--- config.mk ---
export PLATFORM = sky130hd
export DESIGN_NAME = mem_stage_flat
export DESIGN_NICKNAME = d
export VERILOG_FILES = /design/src/rtl/mem_stage_if.sv /design/src/rtl/mem_stage.sv /design/src/flat_wrapper.sv
export SDC_FILE = /design/constraint.sdc
export NUM_CORES = 1
export LEC_CHECK = 0
export BUFFER_PORTS_ARGS = -buffer_cell sky130_fd_sc_hd__buf_2
export CORE_MARGIN = 4
export CORE_UTILIZATION = 35
export CTS_CLUSTER_SIZE = 24
export DETAILED_ROUTE_END_ITERATION = 7
export SETUP_SLACK_MARGIN = 0.02
export SYNTH_ARGS = -nofsm -noshare
export SYNTH_HDL_FRONTEND = slang
export SYNTH_SLANG_ARGS = --single-unit
--- constraint.sdc ---
create_clock -name clk -period 8.05 [get_ports clk]
set_input_delay 0 -clock clk [delete_from_list [all_inputs] [get_ports clk]]
set_output_delay 0 -clock clk [all_outputs]
set_load 0.05 [all_outputs]
--- src/rtl/mem_stage_if.sv ---
// Bundle of the EX->M handshake, the data-memory req/ack bus and the registered M/W outputs.
// The slave modport is the memory stage itself; the master modport is its environment (EX, DMEM, WB).
interface mem_stage_if;
    logic        x_valid;
    logic        x_ready;
    logic [31:0] x_o;
    logic [31:0] x_b;
    logic [31:0] x_insn;
    logic        x_dmwe;
    logic        x_rwd;
    logic        x_rwe;
    logic        x_rdst;

    logic        dm_req;
    logic        dm_we;
    logic [31:0] dm_addr;
    logic [31:0] dm_wdata;
    logic [3:0]  dm_be;
    logic        dm_ack;
    logic [31:0] dm_rdata;

    logic        w_valid;
    logic [31:0] w_o;
    logic [31:0] w_d;
    logic [31:0] w_insn;
    logic        w_rwe;
    logic        w_rwd;
    logic        w_rdst;
    logic        m_err;

    modport slave (
        input  x_valid, x_o, x_b, x_insn, x_dmwe, x_rwd, x_rwe, x_rdst,
        output x_ready,
        output dm_req, dm_we, dm_addr, dm_wdata, dm_be,
        input  dm_ack, dm_rdata,
        output w_valid, w_o, w_d, w_insn, w_rwe, w_rwd, w_rdst, m_err
    );

    modport master (
        output x_valid, x_o, x_b, x_insn, x_dmwe, x_rwd, x_rwe, x_rdst,
        input  x_ready,
        input  dm_req, dm_we, dm_addr, dm_wdata, dm_be,
        output dm_ack, dm_rdata,
        input  w_valid, w_o, w_d, w_insn, w_rwe, w_rwd, w_rdst, m_err
    );
endinterface

--- src/rtl/mem_stage.sv ---
// MIPS memory stage: runs loads/stores against DMEM over req/ack, stalls EX while busy,
// formats big-endian load data and registers the M/W bundle for writeback.
module mem_stage #(
    parameter int unsigned TIMEOUT_CYCLES = 255
) (
    input  logic        clk,
    input  logic        rst,
    mem_stage_if.slave  bus
);

    typedef enum logic {IDLE, ACCESS} state_t;
    typedef enum logic [1:0] {SZ_B, SZ_H, SZ_W} size_t;

    localparam logic [7:0] TLAST = 8'(TIMEOUT_CYCLES - 1);

    state_t      state;
    logic [7:0]  tcnt;

    logic        dm_req, dm_we;
    logic [31:0] dm_addr, dm_wdata;
    logic [3:0]  dm_be;

    logic        w_valid, w_rwe, w_rwd, w_rdst, m_err;
    logic [31:0] w_o, w_d, w_insn;

    logic        lat_load, lat_rwe, lat_signed;
    size_t       lat_size;
    logic [1:0]  lat_off;

    logic        accept, is_load, is_store, is_mem, misaligned, dec_signed;
    logic [5:0]  opcode;
    size_t       dec_size;
    logic [3:0]  dec_be;
    logic [31:0] dec_wdata;

    logic [7:0]  lane_b;
    logic [15:0] lane_h;
    logic [31:0] load_fmt;

    assign bus.x_ready = (state == IDLE) && !rst;
    assign accept      = bus.x_valid && bus.x_ready;

    // Decode access size, alignment and the store lane layout of the incoming bundle.
    always_comb begin
        opcode     = bus.x_insn[31:26];
        is_store   = bus.x_dmwe;
        is_load    = bus.x_rwd && !bus.x_dmwe;
        is_mem     = is_store || is_load;
        dec_size   = SZ_W;
        dec_signed = 1'b0;
        if (is_store) begin
            case (opcode)
                6'h28:   dec_size = SZ_B;
                6'h29:   dec_size = SZ_H;
                default: dec_size = SZ_W;
            endcase
        end else if (is_load) begin
            case (opcode)
                6'h20:   begin dec_size = SZ_B; dec_signed = 1'b1; end
                6'h21:   begin dec_size = SZ_H; dec_signed = 1'b1; end
                6'h24:   dec_size = SZ_B;
                6'h25:   dec_size = SZ_H;
                default: dec_size = SZ_W;
            endcase
        end
        misaligned = ((dec_size == SZ_H) && bus.x_o[0]) ||
                     ((dec_size == SZ_W) && (bus.x_o[1:0] != 2'b00));
        case (dec_size)
            SZ_B:    dec_be = 4'b1000 >> bus.x_o[1:0];
            SZ_H:    dec_be = bus.x_o[1] ? 4'b0011 : 4'b1100;
            default: dec_be = 4'b1111;
        endcase
        dec_wdata = 32'h0;
        if (is_store) begin
            case (dec_size)
                SZ_B:    dec_wdata = {4{bus.x_b[7:0]}};
                SZ_H:    dec_wdata = {2{bus.x_b[15:0]}};
                default: dec_wdata = bus.x_b;
            endcase
        end
    end

    // Byte offset 0 is the most significant lane (big-endian).
    always_comb begin
        case (lat_off)
            2'd0:    lane_b = bus.dm_rdata[31:24];
            2'd1:    lane_b = bus.dm_rdata[23:16];
            2'd2:    lane_b = bus.dm_rdata[15:8];
            default: lane_b = bus.dm_rdata[7:0];
        endcase
        lane_h = lat_off[1] ? bus.dm_rdata[15:0] : bus.dm_rdata[31:16];
        case (lat_size)
            SZ_B:    load_fmt = lat_signed ? {{24{lane_b[7]}}, lane_b} : {24'h0, lane_b};
            SZ_H:    load_fmt = lat_signed ? {{16{lane_h[15]}}, lane_h} : {16'h0, lane_h};
            default: load_fmt = bus.dm_rdata;
        endcase
    end

    // Stage FSM; w_valid, w_rwe and m_err default to 0 so they pulse for one cycle only.
    always_ff @(posedge clk or posedge rst) begin
        if (rst) begin
            state      <= IDLE;
            tcnt       <= 8'h0;
            dm_req     <= 1'b0;
            dm_we      <= 1'b0;
            dm_addr    <= 32'h0;
            dm_wdata   <= 32'h0;
            dm_be      <= 4'h0;
            w_valid    <= 1'b0;
            w_o        <= 32'h0;
            w_d        <= 32'h0;
            w_insn     <= 32'h0;
            w_rwe      <= 1'b0;
            w_rwd      <= 1'b0;
            w_rdst     <= 1'b0;
            m_err      <= 1'b0;
            lat_load   <= 1'b0;
            lat_rwe    <= 1'b0;
            lat_signed <= 1'b0;
            lat_size   <= SZ_W;
            lat_off    <= 2'b00;
        end else begin
            w_valid <= 1'b0;
            w_rwe   <= 1'b0;
            m_err   <= 1'b0;
            case (state)
                IDLE: begin
                    if (accept) begin
                        w_o    <= bus.x_o;
                        w_insn <= bus.x_insn;
                        w_rwd  <= bus.x_rwd;
                        w_rdst <= bus.x_rdst;
                        w_d    <= 32'h0;
                        if (!is_mem) begin
                            w_valid <= 1'b1;
                            w_rwe   <= bus.x_rwe;
                        end else if (misaligned) begin
                            w_valid <= 1'b1;
                            m_err   <= 1'b1;
                        end else begin
                            state      <= ACCESS;
                            tcnt       <= 8'h0;
                            dm_req     <= 1'b1;
                            dm_we      <= is_store;
                            dm_addr    <= {bus.x_o[31:2], 2'b00};
                            dm_wdata   <= dec_wdata;
                            dm_be      <= dec_be;
                            lat_load   <= is_load;
                            lat_rwe    <= bus.x_rwe;
                            lat_signed <= dec_signed;
                            lat_size   <= dec_size;
                            lat_off    <= bus.x_o[1:0];
                        end
                    end
                end
                ACCESS: begin
                    // An ack arriving on the timeout edge still completes normally.
                    if (bus.dm_ack) begin
                        state   <= IDLE;
                        dm_req  <= 1'b0;
                        w_valid <= 1'b1;
                        w_rwe   <= lat_rwe;
                        w_d     <= lat_load ? load_fmt : 32'h0;
                    end else if (tcnt == TLAST) begin
                        state   <= IDLE;
                        dm_req  <= 1'b0;
                        w_valid <= 1'b1;
                        m_err   <= 1'b1;
                        w_d     <= 32'h0;
                    end else begin
                        tcnt <= tcnt + 8'd1;
                    end
                end
                default: state <= IDLE;
            endcase
        end
    end

    assign bus.dm_req   = dm_req;
    assign bus.dm_we    = dm_we;
    assign bus.dm_addr  = dm_addr;
    assign bus.dm_wdata = dm_wdata;
    assign bus.dm_be    = dm_be;
    assign bus.w_valid  = w_valid;
    assign bus.w_o      = w_o;
    assign bus.w_d      = w_d;
    assign bus.w_insn   = w_insn;
    assign bus.w_rwe    = w_rwe;
    assign bus.w_rwd    = w_rwd;
    assign bus.w_rdst   = w_rdst;
    assign bus.m_err    = m_err;

endmodule
--- src/flat_wrapper.sv ---
// flat-port wrapper written by rule: the top's interface ports become plain ports
module mem_stage_flat 
#(
    parameter int unsigned TIMEOUT_CYCLES = 255
)
  (clk, rst, bus_x_valid, bus_x_o, bus_x_b, bus_x_insn, bus_x_dmwe, bus_x_rwd, bus_x_rwe, bus_x_rdst, bus_x_ready, bus_dm_req, bus_dm_we, bus_dm_addr, bus_dm_wdata, bus_dm_be, bus_dm_ack, bus_dm_rdata, bus_w_valid, bus_w_o, bus_w_d, bus_w_insn, bus_w_rwe, bus_w_rwd, bus_w_rdst, bus_m_err);
  mem_stage_if bus_i ();
  input  logic clk;
  input  logic rst;
  input wire logic [$bits(bus_i.x_valid)-1:0] bus_x_valid;
  input wire logic [$bits(bus_i.x_o)-1:0] bus_x_o;
  input wire logic [$bits(bus_i.x_b)-1:0] bus_x_b;
  input wire logic [$bits(bus_i.x_insn)-1:0] bus_x_insn;
  input wire logic [$bits(bus_i.x_dmwe)-1:0] bus_x_dmwe;
  input wire logic [$bits(bus_i.x_rwd)-1:0] bus_x_rwd;
  input wire logic [$bits(bus_i.x_rwe)-1:0] bus_x_rwe;
  input wire logic [$bits(bus_i.x_rdst)-1:0] bus_x_rdst;
  output wire logic [$bits(bus_i.x_ready)-1:0] bus_x_ready;
  output wire logic [$bits(bus_i.dm_req)-1:0] bus_dm_req;
  output wire logic [$bits(bus_i.dm_we)-1:0] bus_dm_we;
  output wire logic [$bits(bus_i.dm_addr)-1:0] bus_dm_addr;
  output wire logic [$bits(bus_i.dm_wdata)-1:0] bus_dm_wdata;
  output wire logic [$bits(bus_i.dm_be)-1:0] bus_dm_be;
  input wire logic [$bits(bus_i.dm_ack)-1:0] bus_dm_ack;
  input wire logic [$bits(bus_i.dm_rdata)-1:0] bus_dm_rdata;
  output wire logic [$bits(bus_i.w_valid)-1:0] bus_w_valid;
  output wire logic [$bits(bus_i.w_o)-1:0] bus_w_o;
  output wire logic [$bits(bus_i.w_d)-1:0] bus_w_d;
  output wire logic [$bits(bus_i.w_insn)-1:0] bus_w_insn;
  output wire logic [$bits(bus_i.w_rwe)-1:0] bus_w_rwe;
  output wire logic [$bits(bus_i.w_rwd)-1:0] bus_w_rwd;
  output wire logic [$bits(bus_i.w_rdst)-1:0] bus_w_rdst;
  output wire logic [$bits(bus_i.m_err)-1:0] bus_m_err;
  assign bus_i.x_valid = bus_x_valid;
  assign bus_i.x_o = bus_x_o;
  assign bus_i.x_b = bus_x_b;
  assign bus_i.x_insn = bus_x_insn;
  assign bus_i.x_dmwe = bus_x_dmwe;
  assign bus_i.x_rwd = bus_x_rwd;
  assign bus_i.x_rwe = bus_x_rwe;
  assign bus_i.x_rdst = bus_x_rdst;
  assign bus_x_ready = bus_i.x_ready;
  assign bus_dm_req = bus_i.dm_req;
  assign bus_dm_we = bus_i.dm_we;
  assign bus_dm_addr = bus_i.dm_addr;
  assign bus_dm_wdata = bus_i.dm_wdata;
  assign bus_dm_be = bus_i.dm_be;
  assign bus_i.dm_ack = bus_dm_ack;
  assign bus_i.dm_rdata = bus_dm_rdata;
  assign bus_w_valid = bus_i.w_valid;
  assign bus_w_o = bus_i.w_o;
  assign bus_w_d = bus_i.w_d;
  assign bus_w_insn = bus_i.w_insn;
  assign bus_w_rwe = bus_i.w_rwe;
  assign bus_w_rwd = bus_i.w_rwd;
  assign bus_w_rdst = bus_i.w_rdst;
  assign bus_m_err = bus_i.m_err;
  mem_stage #(.TIMEOUT_CYCLES(TIMEOUT_CYCLES)) u_core (.clk(clk), .rst(rst), .bus(bus_i));
endmodule
==> results.json <==
{
  "outcome": "finished, final reports clean",
  "critPathRequiredTime_ns": 8.35,
  "p_clk_share_pct": 28.0,
  "worstSetupEndpointType": "register",
  "io_pins": 308,
  "max-slew-margin-rel_pct": 18.1,
  "antenna_found_initial": 1,
  "start_kind": "register",
  "synth_top_area_share_pct": 55.7,
  "seq_power_share_pct": 38.3,
  "sw_frac_of_total_pct": 40.5,
  "cts_root_buf": "clkbuf_16",
  "final.min_clock_period_ns": 3.79,
  "slew_violations": 0,
  "drv_cap": 0,
  "critPathKind": "register to register",
  "p_sw_mw": 1.23,
  "worst_pin_slew_ns": 1.23,
  "p_leak_nw": 5.81,
  "die_x_um": 162,
  "grt_max_degree": 102,
  "initialDrtViolationCount": 471,
  "power_density_nw_per_um2": 255,
  "ctsHtreeMaxLevel": 4,
  "setup-tns-final_ns": 0,
  "fp.dieH_um": 162,
  "numCtsBuffers": 17,
  "period_share_pct": 47.1,
  "syn_to_final_growth_pct": 44.5,
  "rrSetupSlack_ns": 4.26,
  "route.met3.wl_um": 1990,
  "yosysTopAreaCell": "dfrtp_1",
  "cts_setup_buffers": 0,
  "critPathMaxFanout": 70,
  "wl_per_cell_um": 18.8,
  "initial_core_util_pct": 36.1,
  "p_int_mw": 1.82,
  "peakVddDrop_v": 0.000174,
  "synth_flop_cell": "dfrtp_1",
  "seq_area_frac_synth_pct": 56.0,
  "synthDistinctLibCells": 64,
  "route.top_layer_used": "met4",
  "cts-resized-gates": 0,
  "hold_violations": 0,
  "routed_wl_um": 25800,
  "dp_hpwl_um": 17400,
  "place_ws_ns": 4.74,
  "cts_tree": "done",
  "finalSetupViolCount": 0,
  "synth_edf_count": 0,
  "wl_met1_um": 10800,
  "port_buffers": 305,
  "core_sq_um": 22900,
  "hp-class": "input pin to register",
  "clock_skew_ns": 0.0141,
  "routabilityCongestion": 0.829,
  "routed_via_density": 5.05,
  "rsz0062_at_grt": "false",
  "crit_arrival_ns": 4.10,
  "grt_pass1_vias": 7587,
  "drt_pass1_iterations": 4,
  "drive_gt1_share_pct": 43.9,
  "synth.avg_cell_area_sq_um": 13.2,
  "ys_top_cells_by_count": "dfrtp_1 (184), mux2_2 (101), a221o_1 (26)",
  "grt_pass1_wl_um": 41100,
  "p_comb_share_pct": 33.7,
  "grt_util_all_layers_pct": 19.6,
  "syn_inst": 626,
  "ant_nets": 0,
  "ys_ff_latch": 185,
  "syn-cell-area_sq_um": 8270,
  "grt_overflow": 0,
  "fmax_mhz": 264,
  "rows": 55,
  "ys_warn_count": 0,
  "drc": 0,
  "cts_num_sinks": 185,
  "dieArea_sq_um": 26100,
  "clock_latency_ns": 0.43,
  "post-synth-top-count-cell": "dfrtp_1",
  "fin_ws_ns": 4.26,
  "async_reset_ff_share_pct": 100,
  "vias": 6925,
  "clk_pin_slew_ns": 0.08,
  "wl_met2_um": 12300,
  "synth_area_leaders": "dfrtp_1 (56%), mux2_2 (14%), a221o_1 (3.1%)",
  "cts_buffer_depth": 2,
  "nNetsFinal": 1182,
  "fill_cells": 2014
}
## final timing paths
kind,startpoint,to,cells past startpoint
min in group asynchronous,rst,u_core.bus.dm_addr[9],3
max in group asynchronous,rst,u_core.bus.dm_wdata[13],4
setup reg to reg,u_core.state,u_core.bus.dm_wdata[13],6
hold reg to reg,u_core.bus.w_d[13],u_core.bus.w_d[13],1
setup / recovery,u_core.state,u_core.bus.dm_wdata[13],6
hold / removal,bus_dm_rdata[14],u_core.bus.w_d[14],4
## power groups by stage
stage / combinational [mW] / sequential, mW / clock, mW
after floorplan: 0.231 / 1.66 / 0
after global placement: 0.970 / 1.18 / 0
after detailed placement: 0.974 / 1.18 / 0
after CTS: 1.03 / 1.17 / 0.879
after global routing: 1.08 / 1.19 / 0.917
final: 1.03 / 1.17 / 0.852
## layer usage
metal	vias to the layer above	track usage [%]
met5	-	0
met4	0	7.92
met3	49	5.46
met2	288	32.3
met1	3409	24.6
li1	3179	-
## cell usage in the layout (no fill, tap or decap), types with 10 or more instances in the layout
cell,instances
mux2_1,13
o21bai_1,14
dlygate4sd3_1,134
nor2_1,20
nand2_1,22
buf_2,305
nand2b_1,10
mux2i_1,11
a21o_1,10
a221o_1,26
a21oi_1,15
dfrtp_1,184
clkbuf_16,17
and2_1,11
mux2_2,101
a22o_1,10
a32o_1,22
inv_1,13
## cells by family after synthesis
family                     synth area share (%)
buffers and inverters                      3.77
adders and majority gates                 0.303
other                                    0.0454
xor gates and xnor gates                  0.530
and+or+nand+nor                            6.74
AOI/OAI and AO/OA                          15.5
DFF                                        56.0
muxes                                      17.1
## registers in the layout, summed over array words and instances (netlist names), 2 cells and up
| signal | cells |
|---|---|
| u_core.bus.dm_addr | 30 |
| u_core.bus.dm_be | 4 |
| u_core.bus.dm_wdata | 32 |
| u_core.bus.w_d | 32 |
| u_core.bus.w_insn | 32 |
| u_core.bus.w_o | 32 |
| u_core.lat_off | 2 |
| u_core.lat_size | 2 |
| u_core.tcnt | 8 |
## worst max-delay path, cell delays in order, from the launching register on
cell and delay (ns):
dfrtp_1 0.48, nor3b_2 0.46, buf_4 0.78, and2_1 0.35
o221ai_4 0.49, a221o_1 0.52, dlygate4sd3_1 0.57
## layout make-up
type / count / area (sq um) / share of cell area (%)
Antenna cell: 2 / 5.00 / 0.0419
Clock buffer: 18 / 439 / 3.68
Clock inverter: 14 / 168 / 1.40
Inverter: 14 / 57.6 / 0.482
Multi-Input combinational cell: 382 / 3350 / 28.0
Sequential cell: 185 / 4630 / 38.8
Tap cell: 313 / 392 / 3.28
Timing Repair Buffer: 444 / 2910 / 24.3
## stage by stage
| step | power, mW | hold WS (ns) | instances | area [sq um] | util, % |
|---|---|---|---|---|---|
| after floorplan | 1.89 | 0.128 | 627 | 8270 | - |
| after global placement | 2.15 | 0.231 | 1204 | 9990 | 43.6 |
| after detailed placement | 2.15 | 0.233 | 1204 | 9990 | 43.6 |
| after CTS | 3.08 | 0.00747 | 1370 | 11900 | 52.1 |
| after global routing | 3.19 | 0.0201 | 1371 | 11900 | 52.1 |
| final | 3.05 | 0.0303 | 1372 | 11900 | 52.1 |
## timing repair
item / 4_1_cts / 5_1_grt
hold buffers: 134 / 0
endpoints found under the setup margin: 0 / 0
endpoints found under the hold margin: 254 / 0
Note: power is estimated with default switching activity, not from simulation.
